`src/rtl/dmem_arbiter_if.sv`:
```
// Requester-side handshake bundle for one data-memory port.
// The requester drives the request fields; the arbiter returns grant, ack and read data.
interface dmem_arbiter_if #(
  parameter int AW = 32,
  parameter int DW = 32
);
  logic          req;
  logic          we;
  logic [AW-1:0] adr;
  logic [DW-1:0] wdata;
  logic          gnt;
  logic          ack;
  logic [DW-1:0] rdata;

  modport master (
    output req, we, adr, wdata,
    input  gnt, ack, rdata
  );

  modport slave (
    input  req, we, adr, wdata,
    output gnt, ack, rdata
  );
endinterface

```
`src/rtl/dmem_arbiter.sv`:
```
// Shares one data RAM between the load/store path (port a) and the host loader (port b).
// Grants at most one access per cycle; ack and read data follow one cycle after grant.
module dmem_arbiter #(
  parameter int AW        = 32,
  parameter int DW        = 32,
  parameter int MAX_BURST = 8
) (
  input  logic          clk,
  input  logic          reset,
  dmem_arbiter_if.slave a,
  dmem_arbiter_if.slave b,
  input  logic          b_lock,
  output logic          ram_we,
  output logic [AW-1:0] ram_adr,
  output logic [DW-1:0] ram_din,
  input  logic [DW-1:0] ram_dout
);

  localparam int            BW        = $clog2(MAX_BURST + 1);
  localparam logic [BW-1:0] BURST_MAX = BW'(MAX_BURST);

  typedef enum logic {OWN_A, OWN_B} owner_e;

  owner_e        last;
  logic [BW-1:0] burst_cnt;
  logic          a_win;
  logic          b_win;
  logic          lock_hold;

  // B keeps the RAM through contention only while its capped burst has room left.
  assign lock_hold = (last == OWN_B) && b_lock && (burst_cnt < BURST_MAX);

  // NOTE: every combinational output gets a default first so no path leaves it unassigned (no latch).
  always_comb begin
    a_win = 1'b0;
    b_win = 1'b0;
    if (!reset) begin
      if (a.req && b.req) begin
        if (lock_hold || last == OWN_A) b_win = 1'b1;
        else                            a_win = 1'b1;
      end else begin
        a_win = a.req;
        b_win = b.req;
      end
    end
  end

  assign a.gnt = a_win;
  assign b.gnt = b_win;

  always_comb begin
    ram_we  = 1'b0;
    ram_adr = '0;
    ram_din = '0;
    if (a_win) begin
      ram_we  = a.we;
      ram_adr = a.adr;
      ram_din = a.wdata;
    end else if (b_win) begin
      ram_we  = b.we;
      ram_adr = b.adr;
      ram_din = b.wdata;
    end
  end

  // NOTE: state is written with non-blocking assignments so every register samples pre-edge values.
  always_ff @(posedge clk) begin
    if (reset) begin
      last      <= OWN_B;
      burst_cnt <= '0;
      a.ack     <= 1'b0;
      b.ack     <= 1'b0;
      a.rdata   <= '0;
      b.rdata   <= '0;
    end else begin
      a.ack <= a_win;
      b.ack <= b_win;

      if (a_win) begin
        last    <= OWN_A;
        a.rdata <= a.we ? '0 : ram_dout;
      end

      if (b_win) begin
        last    <= OWN_B;
        b.rdata <= b.we ? '0 : ram_dout;
      end

      // Only B grants taken while A is waiting count toward the cap.
      if (b_win && a.req) begin
        if (burst_cnt != BURST_MAX) burst_cnt <= burst_cnt + 1'b1;
      end else begin
        burst_cnt <= '0;
      end
    end
  end

  grant_onehot: assert property (@(posedge clk) !(a_win && b_win));
  burst_bound:  assert property (@(posedge clk) disable iff (reset) burst_cnt <= BURST_MAX);

endmodule

```
`src/flat_wrapper.sv`:
```
// flat-port wrapper written by rule: the top's interface ports become plain ports
module dmem_arbiter_flat 
#(
  parameter int AW        = 32,
  parameter int DW        = 32,
  parameter int MAX_BURST = 8
)
  (clk, reset, b_lock, ram_we, ram_adr, ram_din, ram_dout, a_req, a_we, a_adr, a_wdata, a_gnt, a_ack, a_rdata, b_req, b_we, b_adr, b_wdata, b_gnt, b_ack, b_rdata);
  dmem_arbiter_if #(.AW(AW), .DW(DW)) a_i ();
  dmem_arbiter_if #(.AW(AW), .DW(DW)) b_i ();
  input  logic clk;
  input  logic reset;
  input  logic b_lock;
  output logic ram_we;
  output logic [AW-1:0] ram_adr;
  output logic [DW-1:0] ram_din;
  input  logic [DW-1:0] ram_dout;
  input wire logic [$bits(a_i.req)-1:0] a_req;
  input wire logic [$bits(a_i.we)-1:0] a_we;
  input wire logic [$bits(a_i.adr)-1:0] a_adr;
  input wire logic [$bits(a_i.wdata)-1:0] a_wdata;
  output wire logic [$bits(a_i.gnt)-1:0] a_gnt;
  output wire logic [$bits(a_i.ack)-1:0] a_ack;
  output wire logic [$bits(a_i.rdata)-1:0] a_rdata;
  input wire logic [$bits(b_i.req)-1:0] b_req;
  input wire logic [$bits(b_i.we)-1:0] b_we;
  input wire logic [$bits(b_i.adr)-1:0] b_adr;
  input wire logic [$bits(b_i.wdata)-1:0] b_wdata;
  output wire logic [$bits(b_i.gnt)-1:0] b_gnt;
  output wire logic [$bits(b_i.ack)-1:0] b_ack;
  output wire logic [$bits(b_i.rdata)-1:0] b_rdata;
  assign a_i.req = a_req;
  assign a_i.we = a_we;
  assign a_i.adr = a_adr;
  assign a_i.wdata = a_wdata;
  assign a_gnt = a_i.gnt;
  assign a_ack = a_i.ack;
  assign a_rdata = a_i.rdata;
  assign b_i.req = b_req;
  assign b_i.we = b_we;
  assign b_i.adr = b_adr;
  assign b_i.wdata = b_wdata;
  assign b_gnt = b_i.gnt;
  assign b_ack = b_i.ack;
  assign b_rdata = b_i.rdata;
  dmem_arbiter #(.AW(AW), .DW(DW), .MAX_BURST(MAX_BURST)) u_core (.clk(clk), .reset(reset), .a(a_i), .b(b_i), .b_lock(b_lock), .ram_we(ram_we), .ram_adr(ram_adr), .ram_din(ram_din), .ram_dout(ram_dout));
endmodule
```
`config.mk`:
```
export PLATFORM = sky130hd
export DESIGN_NAME = dmem_arbiter_flat
export DESIGN_NICKNAME = d
export VERILOG_FILES = /design/src/rtl/dmem_arbiter_if.sv /design/src/rtl/dmem_arbiter.sv /design/src/flat_wrapper.sv
export SDC_FILE = /design/constraint.sdc
export NUM_CORES = 1
export LEC_CHECK = 0
export CAP_MARGIN = 40
export CORE_MARGIN = 3
export CORE_UTILIZATION = 31
export CTS_BUF_LIST = sky130_fd_sc_hd__clkbuf_8
export CTS_CLUSTER_DIAMETER = 80
export CTS_CLUSTER_SIZE = 40
export DETAILED_ROUTE_END_ITERATION = 8
export MAX_ROUTING_LAYER = met4
export PLACE_DENSITY = 0.82
export SLEW_MARGIN = 40
export SYNTH_ARGS = -nofsm -noshare
export SYNTH_HDL_FRONTEND = slang
export SYNTH_SLANG_ARGS = --single-unit
export TNS_END_PERCENT = 1
```
`constraint.sdc`:
```
create_clock -name clk -period 1.45 [get_ports clk]
set_input_delay 0.29 -clock clk [delete_from_list [all_inputs] [get_ports clk]]
set_output_delay 0.29 -clock clk [all_outputs]
set_load 0.02 [all_outputs]
```
==> impl_metrics.tcl, run 1 <==
set metrics [dict create \
    outcome "finished, violations left" \
    violations "setup timing" \
    post-route-min-period_ps 1990 \
    finalHoldViolations 0 \
    crit_required_ps 1160 \
    synth_common_cells "dfxtp_1, nand2_1, a32o_1, mux2i_1, nand3b_1" \
    rows 40 \
    finalNetCount 883 \
    dp_slack_ps -1160 \
    grt_pass1_vias 4532 \
    ys_ff_latch 71 \
    synthToLayoutAreaGrowth_pct 92.5 \
    critical_path.cell_chain "buf_6, nand2_4, o211a_4, clkbuf_16, a32o_2, buf_6" \
    coreArea_um2 12300 \
    clkLatencyLatePin_ps 340 \
    timing.critical_path.max_delay_family "compound AO/OA/AOI/OAI gates" \
    synth.largest_area_cell "dfxtp_1" \
    design_area_um2 7680 \
    routed_wirelength_um 19800 \
    ys_warn_count 0 \
    die_y_um 119 \
    clock_sinks 71 \
    synthMostInstantiatedCell "dfxtp_1" \
    worst_slew_pin_slew_ps 526 \
    antenna_cells 0 \
    numCtsBuffers 9 \
    r2r-start "u_core.burst_cnt[3]$_SDFFE_PP0N_" \
    drt-pass1-iter-count 5 \
    globalRoute.totalOverflow 0 \
    clk_pin_slew_worst_paths_ps 80 \
    synth_area_leaders "dfxtp_1, a32o_1, mux2i_1" \
    buffer_ports.inserted 299 \
    max-vdd-ir-drop_uv 666 \
    synth_sequential_area_ratio_pct 35.6 \
    final-instance-count-excl-fill 886 \
    dominantRegCellSynth "dfxtp_1" \
    drt_drc_violations_left 0 \
    grt_max_degree 130 \
    delay_of_the_slowest_critical_path_stage_ps 340 \
    worstHoldStart "u_core.a.rdata[27]$_SDFFE_PP0P_" \
    initial_antenna_violation_count 0 \
    placer_s_final_routability_congestion_estimate 0.931 \
    via_count 4734 \
    crit_buf_inv 3 \
    wire_length_of_the_first_global_routing_pass_um 27300 \
    synthesis.area_per_instance_um2 9.75 \
    htreeDepth 3 \
    groute.usage.overall_pct 24.9 \
    floorplan.initialDensity_pct 32.4 \
    synth.net_count 578 \
    clk_path_buf_depth 2 \
    cpMostUsedCell "buf_6" \
    cts_tree "done" \
    start_kind "register" \
    final.setup_skew_ps 11.9 \
    dieArea_um2 14300 \
    setup_total_negative_slack_ps -39530 \
    setup.worst_path.class "register to output pin" \
    crit_fanout 8 \
    layout_worst_path_cycle_share_pct 138 \
    ys_async_sr_fraction_pct 0 \
    synth_edf_count 0 \
    synthCells 409 \
    average_wire_length_per_cell_after_detail_routing_um 22.3 \
    boundaryPins 300 \
    synth_top_cell_area_share_pct 35.6 \
    crit_start "u_core.last$_SDFFE_PP1P_" \
    share_of_final_layout_standard_cells_stronger_than_drive_strength_1_pct 23.0 \
    dp_hpwl_um 13700 \
    vias_per_cell 5.34 \
    worst_slack_ps -545 \
    timing.fmax_mhz 501 \
    clockRootBuffer "clkbuf_8" \
    setup.worst_path.end_class "output pin" \
    setup-violations-final 131 \
    power_density_nw_per_um2 742 \
    synth_area_um2 3990 \
    worst_slew_margin_rel_pct 64.9 \
    max_cap_violations 0 \
    drtIter0Drc 331 \
    timing.critical_path.slowest_stage_cell "dfxtp_2" \
    synth.distinct_cells 25 \
    postRouteAntennaNets 0 \
    grt_setup_unrepaired "yes" \
    power.leakage_nw 3.43 \
    dpl_cell_area_um2 7190 \
    worst_ep_arrival_time_ps 1700 \
    die-width_um 119 \
    hold_wc_path_type "register to register" \
    slew_violations 0 \
    place_inst 852 \
]
==> per-stage QoR <==
stage          total power [mW]  hold slack (ps)  util [%]
2_1_floorplan              2.96              423         -
3_3_place_gp               3.98              441      58.4
3_5_place_dp               4.01              445      58.4
4_1_cts                    5.55              459      58.9
5_1_grt                    5.92              476      62.3
6_report                   5.70              453      62.3
==> kinds of logic (layout without fill, tap and decap cells) <==
kind of cell | after synthesis | after routing | share of synthesized area (%)
buffers and inverters | 54 | 362 | 8.63
AOI/OAI and AO/OA | 72 | 73 | 18.0
adders and majority gates | 2 | 2 | 0.627
DFF | 71 | 71 | 35.6
and+or+nand+nor | 142 | 142 | 20.1
xor gates and xnor gates | 2 | 2 | 0.439
muxes | 66 | 66 | 16.6
==> tightest hold or removal path: stages (launching register included) <==
cell and delay [ps]:
dfxtp_1 310, nand2_1 50, mux2i_1 50
==> metal layers <==
metal	wire (um)	GRT usage [%]	vias up
met5	0	-	-
li1	-	-	2146
met3	2020	9.07	34
met4	617	6.94	0
met1	7240	28.1	2286
met2	9890	41.7	268
==> registers in the layout, summed over array words and instances, names as in the netlist <==
signal,flops
u_core.a.ack,1
u_core.a.rdata,32
u_core.b.ack,1
u_core.b.rdata,32
u_core.burst_cnt,4
u_core.last,1
==> path summary, 6_finish.rpt <==
path / endpoint / slack, ps / cells past startpoint
min: u_core.a.rdata[27]$_SDFFE_PP0P_ / 450 / 2
max reg2reg: u_core.b.rdata[0]$_SDFFE_PP0P_ / -160 / 7
max: ram_adr[21] / -540 / 6
min reg2reg: u_core.a.rdata[27]$_SDFFE_PP0P_ / 450 / 2
==> final cells by class <==
class	instances	area, um2
sequential	71	1430
timing repair buffer	342	3510
clock buffer	9	124
tap	168	210
fill	1065	4640
clock inverter	6	70.1
inverter	5	20.0
multi-input combinational	285	2320
==> report_power, final <==
part / internal [mW] / switching (mW) / leakage [nW]
Sequential: 2.03 / 0.0426 / 0.580
Combinational: 1.09 / 0.931 / 2.77
Clock: 0.795 / 0.806 / 0.0879
Total: 3.92 / 1.78 / 3.43
==> cells in the final DEF, fill, tap and decap left out, drive strengths merged, types with 2 or more instances in the layout <==
| cell type | count |
|---|---|
| clkdlybuf4s50 | 162 |
| buf | 103 |
| dfxtp | 71 |
| dlygate4sd2 | 69 |
| nand2 | 67 |
| mux2i | 65 |
| a32o | 65 |
| nand3b | 63 |
| clkbuf | 16 |
| and3 | 6 |
| inv | 5 |
| clkinvlp | 3 |
| o211a | 3 |
| nor2 | 3 |
| xnor2 | 2 |
| ha | 2 |
| nor2b | 2 |
| clkinv | 2 |
==> what timing repair did <==
| action | CTS | global route |
|---|---|---|
| hold buffers | 0 | 0 |
| setup buffers | 3 | 3 |
| gates resized for setup | 364 | 55 |
| pin swaps | 5 | 22 |
| cloned | 2 | 11 |
| endpoints found under the setup margin | 195 | 122 |
(Power assumes the default switching activity.)
==> run 2: changes to the inputs <==
clock period = 1.6 ns   (was 1.45 ns; I/O delays follow)
==> run 2 against run 1 <==
Effect of this change:
- the flow still finishes with violations (setup timing)
- global-route usage increased by 0.27 points
- sequential share of layout area is 0.40 points higher
- design area fell by 2.1%
- die area stayed put
- via count is 2.8% lower
- combinational power down 13%
- final cell count fell by 0.90%
- non-clock buffer count decreased by 9
- largest cell class unchanged
==> impl_metrics.tcl, run 2 (synthesized netlist as in run 1, its figures left out) <==
set metrics [dict create \
    wire_length_of_the_first_global_routing_pass_um 27200 \
    post-route-min-period_ps 2010 \
    timing.critical_path.max_delay_family "buffers and inverters" \
    numCtsBuffers 9 \
    clock_sinks 71 \
    setup.worst_path.end_class "output pin" \
    reg.largest.list "u_core.a.rdata: 32 flops, u_core.b.rdata: 32 flops, u_core.burst_cnt: 4 flops" \
    ff2ff_path_depth 5 \
    layout_worst_path_cycle_share_pct 126 \
    drt_drc_violations_left 0 \
    average_wire_length_per_cell_after_detail_routing_um 21.1 \
    design_area_um2 7520 \
    die_y_um 119 \
    crit_required_ps 1280 \
    start_kind "register" \
    drt-pass1-iter-count 5 \
    routed_wirelength_um 18500 \
    clockRootBuffer "clkbuf_8" \
    finalHoldViolations 0 \
    timing.hold.ws_ps 457 \
    drtIter0Drc 237 \
    place_inst 851 \
    grt_setup_unrepaired "yes" \
    worst_slew_margin_rel_pct 67.2 \
    finalNetCount 873 \
    die-width_um 119 \
    via_count 4602 \
    number_of_hold_buffers_added_after_cts 0 \
    worstHoldStart "u_core.b.rdata[4]$_SDFFE_PP0P_" \
    cts_tree "done" \
    worst_ep_arrival_time_ps 1690 \
    groute.usage.overall_pct 25.2 \
    most_common_cell_after_layout_fill_and_taps_aside "clkdlybuf4s50_1" \
    critical_path.reg2reg.endpoint "u_core.burst_cnt[1]$_SDFFE_PP0N_" \
    final_util_pct 61.0 \
    coreArea_um2 12300 \
    globalRoute.totalOverflow 0 \
    r2r-start "u_core.burst_cnt[0]$_SDFFE_PP0N_" \
    slew_violations 0 \
    initial_antenna_violation_count 1 \
    worst_slack_ps -409 \
    dp_hpwl_um 14000 \
    grt_max_degree 130 \
    final.setup_skew_ps 11.3 \
    placer_s_final_routability_congestion_estimate 0.949 \
    dieArea_um2 14300 \
    final_cell_mix "clkdlybuf4s50_1, dlygate4sd2_1, dfxtp_1" \
    clk_path_buf_depth 2 \
    htreeDepth 3 \
    setup.reg_to_reg.worst_slack_ps 170 \
    floorplan.initialDensity_pct 32.4 \
    min_delay_worst_endpoint "u_core.b.rdata[4]$_SDFFE_PP0P_" \
    timing.critical_path.slowest_stage_cell "dfxtp_4" \
    boundaryPins 300 \
    max-vdd-ir-drop_uv 676 \
    hold_wc_path_type "register to register" \
    crit_buf_inv 3 \
    critical_path.cell_chain "nor2b_4, o21ai_4, buf_12, buf_12, a32o_2, buf_6" \
    clkLatencyLatePin_ps 340 \
    buffer_ports.inserted 299 \
    setup.worst_path.class "register to output pin" \
    delay_of_the_slowest_critical_path_stage_ps 360 \
    rows 40 \
    outcome "finished, violations left" \
    dpl_cell_area_um2 7180 \
    setup-violations-final 67 \
    violations "setup timing" \
    crit_fanout 23 \
    worst_slew_pin_slew_ps 491 \
    power.leakage_nw 3.37 \
    grt_pass1_vias 4667 \
    postRouteAntennaNets 0 \
    synthToLayoutAreaGrowth_pct 88.5 \
    clk_pin_slew_worst_paths_ps 90 \
    worst_hold_path.num_cells 2 \
    max_cap_violations 0 \
    vias_per_cell 5.24 \
    share_of_final_layout_standard_cells_stronger_than_drive_strength_1_pct 22.4 \
    final-instance-count-excl-fill 878 \
    cpMostUsedCell "buf_12" \
    power_density_nw_per_um2 689 \
    timing.fmax_mhz 498 \
]
-- run 2: cell types whose count changed in the layout (fill, tap and decap cells not counted), sizes merged --
cell | before | now
dlygate4sd2 | 69 | 70
clkbuf | 16 | 10
clkinvlp | 3 | 1
bufbuf | 1 | 0
clkinv | 2 | 1
inv | 5 | 8
diode | 0 | 1
o211a | 3 | 2
buf | 103 | 101
-- run 2: layer usage --
metal	vias up	wire, um	GRT usage (%)
met5	-	0	-
met4	0	560	7.16
met3	30	1900	9.26
met2	225	9010	41.9
met1	2216	7020	28.4
li1	2131	-	-
-- run 2: repair_timing --
action                                  in CTS  in global routing
resized for setup                          356                 77
pin swaps                                    3                  5
endpoints found under the setup margin     133                 67
buffers inserted                             6                  2
gates cloned                                 4                  0
-- run 2: how the worst max path moves through the flow --
stage | start | endpoint | slack (ps) | depth (start not counted)
2_1_floorplan | a_req | ram_din[22] | 7 | 6
3_3_place_gp | b_lock | ram_adr[18] | -1180 | 6
3_5_place_dp | b_lock | ram_adr[18] | -1190 | 6
4_1_cts | u_core.burst_cnt[3]$_SDFFE_PP0N_ | ram_adr[2] | -470 | 6
5_1_grt | u_core.burst_cnt[3]$_SDFFE_PP0N_ | ram_din[23] | -450 | 6
6_report | u_core.burst_cnt[3]$_SDFFE_PP0N_ | ram_din[23] | -410 | 6
-- run 2: cell type report --
class / count / area [um2]
fill: 1080 / 4800
antenna: 1 / 2.50
timing repair buffer: 333 / 3350
inverter: 5 / 20.0
tap: 168 / 210
multi-input combinational: 284 / 2290
clock inverter: 6 / 75.1
sequential: 71 / 1430
clock buffer: 10 / 138
-- run 2: stage by stage --
step | worst slack (ps) | power, mW | TNS, ps
after detailed placement | -1190 | 3.64 | -79260
after global routing | -454 | 5.38 | -27430
after global placement | -1180 | 3.62 | -77950
after CTS | -471 | 5.16 | -26240
final | -409 | 5.18 | -23970
after floorplan | 6.63 | 2.68 | 0
-- run 2: tightest hold or removal path, delay by kind of cell, from the launching register on --
family	cells	cell delay [ps]
and+or+nand+nor	1	50
DFF	1	320
muxes	1	50
-- run 2: report_power, final --
group          switching [mW]  leakage (nW)  total (mW)  internal, mW
clock network           0.755         0.106        1.55         0.791
registers              0.0382         0.579        1.88          1.84
logic                   0.809          2.69        1.75         0.944
==> run 3: changes to the inputs <==
ABC_AREA = 1   (was default)
CORE_MARGIN = 5   (was 3)
PLACE_DENSITY = 0.79   (was 0.82)
==> run 3 against run 2 <==
Effect of this change:
- the run still ends with setup timing left
- sequential cell count unchanged
- clock-buffer cell count increased by 2
- critical path depth rose by 2
- global-route usage decreased by 3.3 points
- clock skew is 4.5 ps lower
- sequential share of layout area decreased by 0.83 points
- routed wire length rose by 4.0%
- largest power group unchanged
- highest routed layer unchanged
==> impl_metrics.tcl, run 3 <==
set metrics [dict create \
    violations "setup timing" \
    synthAdderAreaFrac_pct 0.583 \
    delay_of_the_slowest_critical_path_stage_ps 330 \
    htreeDepth 3 \
    worstHoldStart "u_core.b.rdata[30]$_SDFFE_PP0P_" \
    clkLatencyLatePin_ps 340 \
    crit_required_ps 1280 \
    synth_area_um2 4290 \
    timing.hold.ws_ps 463 \
    wire_length_of_the_first_global_routing_pass_um 28200 \
    ys_warn_count 0 \
    clock_sinks 71 \
    via_count 5832 \
    critical_path.cell_chain "nand2_1, nor2_2, nand2_4, nand2_8, clkbuf_16, nand3_1, nand2_1, buf_6" \
    synth_common_cells "nand2_1, nand3_1, nand4_1" \
    buffer_ports.inserted 299 \
    coreArea_um2 13700 \
    setup-violations-final 67 \
    max-vdd-ir-drop_uv 667 \
    synthCells 671 \
    drt_drc_violations_left 0 \
    slew_violations 0 \
    drt-pass1-iter-count 5 \
    timing.critical_path.slowest_stage_cell "dfxtp_2" \
    setup.worst_path.end_class "output pin" \
    boundaryPins 300 \
    routed_wirelength_um 19200 \
    synthesis.area_per_instance_um2 6.39 \
    synth.net_count 840 \
    average_wire_length_per_cell_after_detail_routing_um 17.0 \
    share_of_final_layout_standard_cells_stronger_than_drive_strength_1_pct 14.5 \
    antenna_cells 0 \
    number_of_hold_buffers_added_after_cts 0 \
    r2r-start "u_core.last$_SDFFE_PP1P_" \
    synth-compound-area-share_pct 0.467 \
    synthToLayoutAreaGrowth_pct 82.8 \
    die_y_um 128 \
    synthMostInstantiatedCell "nand2_1" \
    vias_per_cell 5.17 \
    finalPower_mw 5.14 \
    synthSimpleGateAreaFrac_pct 53.5 \
    cts_tree "done" \
    synth_sequential_area_ratio_pct 33.1 \
    globalRoute.totalOverflow 0 \
    drtIter0Drc 487 \
    synth.distinct_cells 19 \
    grt_max_degree 78 \
    fillers 1316 \
    start_kind "register" \
    floorplan.initialDensity_pct 31.3 \
    clk_path_buf_depth 2 \
    cpMostUsedCell "nand2_1" \
    final_cell_mix "clkdlybuf4s50_1, nand2_1, nand4_1" \
    power_density_nw_per_um2 656 \
    crit_start "u_core.last$_SDFFE_PP1P_" \
    dp_hpwl_um 13700 \
    placer_s_final_routability_congestion_estimate 0.862 \
    max_cap_violations 0 \
    synth_area_leaders "dfxtp_1, nand4_1, nand3_1" \
    power.leakage_nw 3.98 \
    dominantRegCellSynth "dfxtp_1" \
    grt_setup_unrepaired "yes" \
    hold_wc_path_type "register to register" \
    final-instance-count-excl-fill 1128 \
    dieArea_um2 16300 \
    layout_worst_path_cycle_share_pct 119 \
    synth_top_cell_area_share_pct 33.1 \
    synth.largest_area_cell "dfxtp_1" \
    finalHoldViolations 0 \
    numCtsBuffers 9 \
    clockRootBuffer "clkbuf_8" \
    grt_pass1_vias 5352 \
    reg.largest.list "u_core.a.rdata: 32 flops, u_core.b.rdata: 32 flops, u_core.burst_cnt: 4 flops" \
    synth_edf_count 0 \
    crit_fanout 17 \
    worst_ep_arrival_time_ps 1590 \
    synth_top_family_by_area "simple AND/OR/NAND/NOR gates" \
    rows 43 \
    setup_total_negative_slack_ps -18480 \
    initial_antenna_violation_count 0 \
    most_common_cell_after_layout_fill_and_taps_aside "clkdlybuf4s50_1" \
    worst_slew_margin_rel_pct 74.5 \
    place_inst 1110 \
    timing.fmax_mhz 524 \
    setup.worst_path.class "register to output pin" \
    outcome "finished, violations left" \
    worst_slack_ps -309 \
    die-width_um 128 \
    synth-xor-area-share_pct 0.408 \
    groute.usage.overall_pct 21.9 \
    post-route-min-period_ps 1910 \
    ys_ff_latch 71 \
    final.setup_skew_ps 6.80 \
    clk_pin_slew_worst_paths_ps 70 \
    worst_slew_pin_slew_ps 382 \
    finalNetCount 1112 \
    ys_async_sr_fraction_pct 0 \
    postRouteAntennaNets 0 \
    synthMuxAreaShare_pct 0 \
]
## run 3: changes by cell type after synthesis, moves of 19 or more
cell      delta
inv_1       +34
a32o_1      -65
nand4_1    +131
nor2_1      +68
mux2i_1     -65
nand3_1    +132
clkbuf_1    +19
nand2_1     +68
nand3b_1    -63
## run 3: area by class of cell
type	instances	area [um2]	share of cell area, %
Timing Repair Buffer	338	3420	43.7
Multi-Input combinational cell	482	2400	30.6
Sequential cell	71	1420	18.1
Tap cell	180	225	2.87
Clock buffer	12	165	2.11
Inverter	41	159	2.03
Clock inverter	4	45.0	0.575
## run 3: per-stage QoR
stage | cell area, um2 | util [%] | setup slack [ps]
final | 7840 | 57.1 | -309
after CTS | 7710 | 56.2 | -412
after floorplan | 4290 | - | -4.87
after global routing | 7840 | 57.1 | -418
after detailed placement | 7550 | 55.0 | -925
after global placement | 7550 | 55.0 | -890
## run 3: what timing repair did
action	CTS	global route
resized for setup	440	35
gates cloned	0	2
setup endpoints to repair	187	99
pin swaps	0	1
setup buffers	0	0
## run 3: final timing paths
path	end	slack [ps]	cells after the start
worst max-delay path	ram_adr[16]	-310	8
worst min-delay path	u_core.b.rdata[30]$_SDFFE_PP0P_	460	2
worst min register to register	u_core.b.rdata[30]$_SDFFE_PP0P_	460	2
worst max register to register	u_core.b.rdata[10]$_SDFFE_PP0P_	140	8
## run 3: power by group
part / switching [mW] / internal, mW
logic: 0.895 / 0.871
clock network: 0.670 / 0.838
registers: 0.0330 / 1.84
## run 3: layer usage
layer	routed length, um	part of all wire, %	up-vias	track usage (%)
met5	0	0	-	-
met4	299	1.6	0	4.87
met3	1770	9.2	23	6.61
met2	9160	48	259	35.0
met1	8000	42	2689	27.3
li1	-	-	2861	-
## run 3: logic make-up after synthesis
kind of cell	Yosys count
and+or+nand+nor	474
buffers and inverters	118
DFF	71
AOI/OAI and AO/OA	4
xor gates and xnor gates	2
adders and majority gates	2
## run 3: worst max-delay path, delay by kind of cell (launching register included)
family	cells	cell delay, ps
AND/OR/NAND/NOR	6	580
flip-flops	1	330
buffers and inverters	2	320
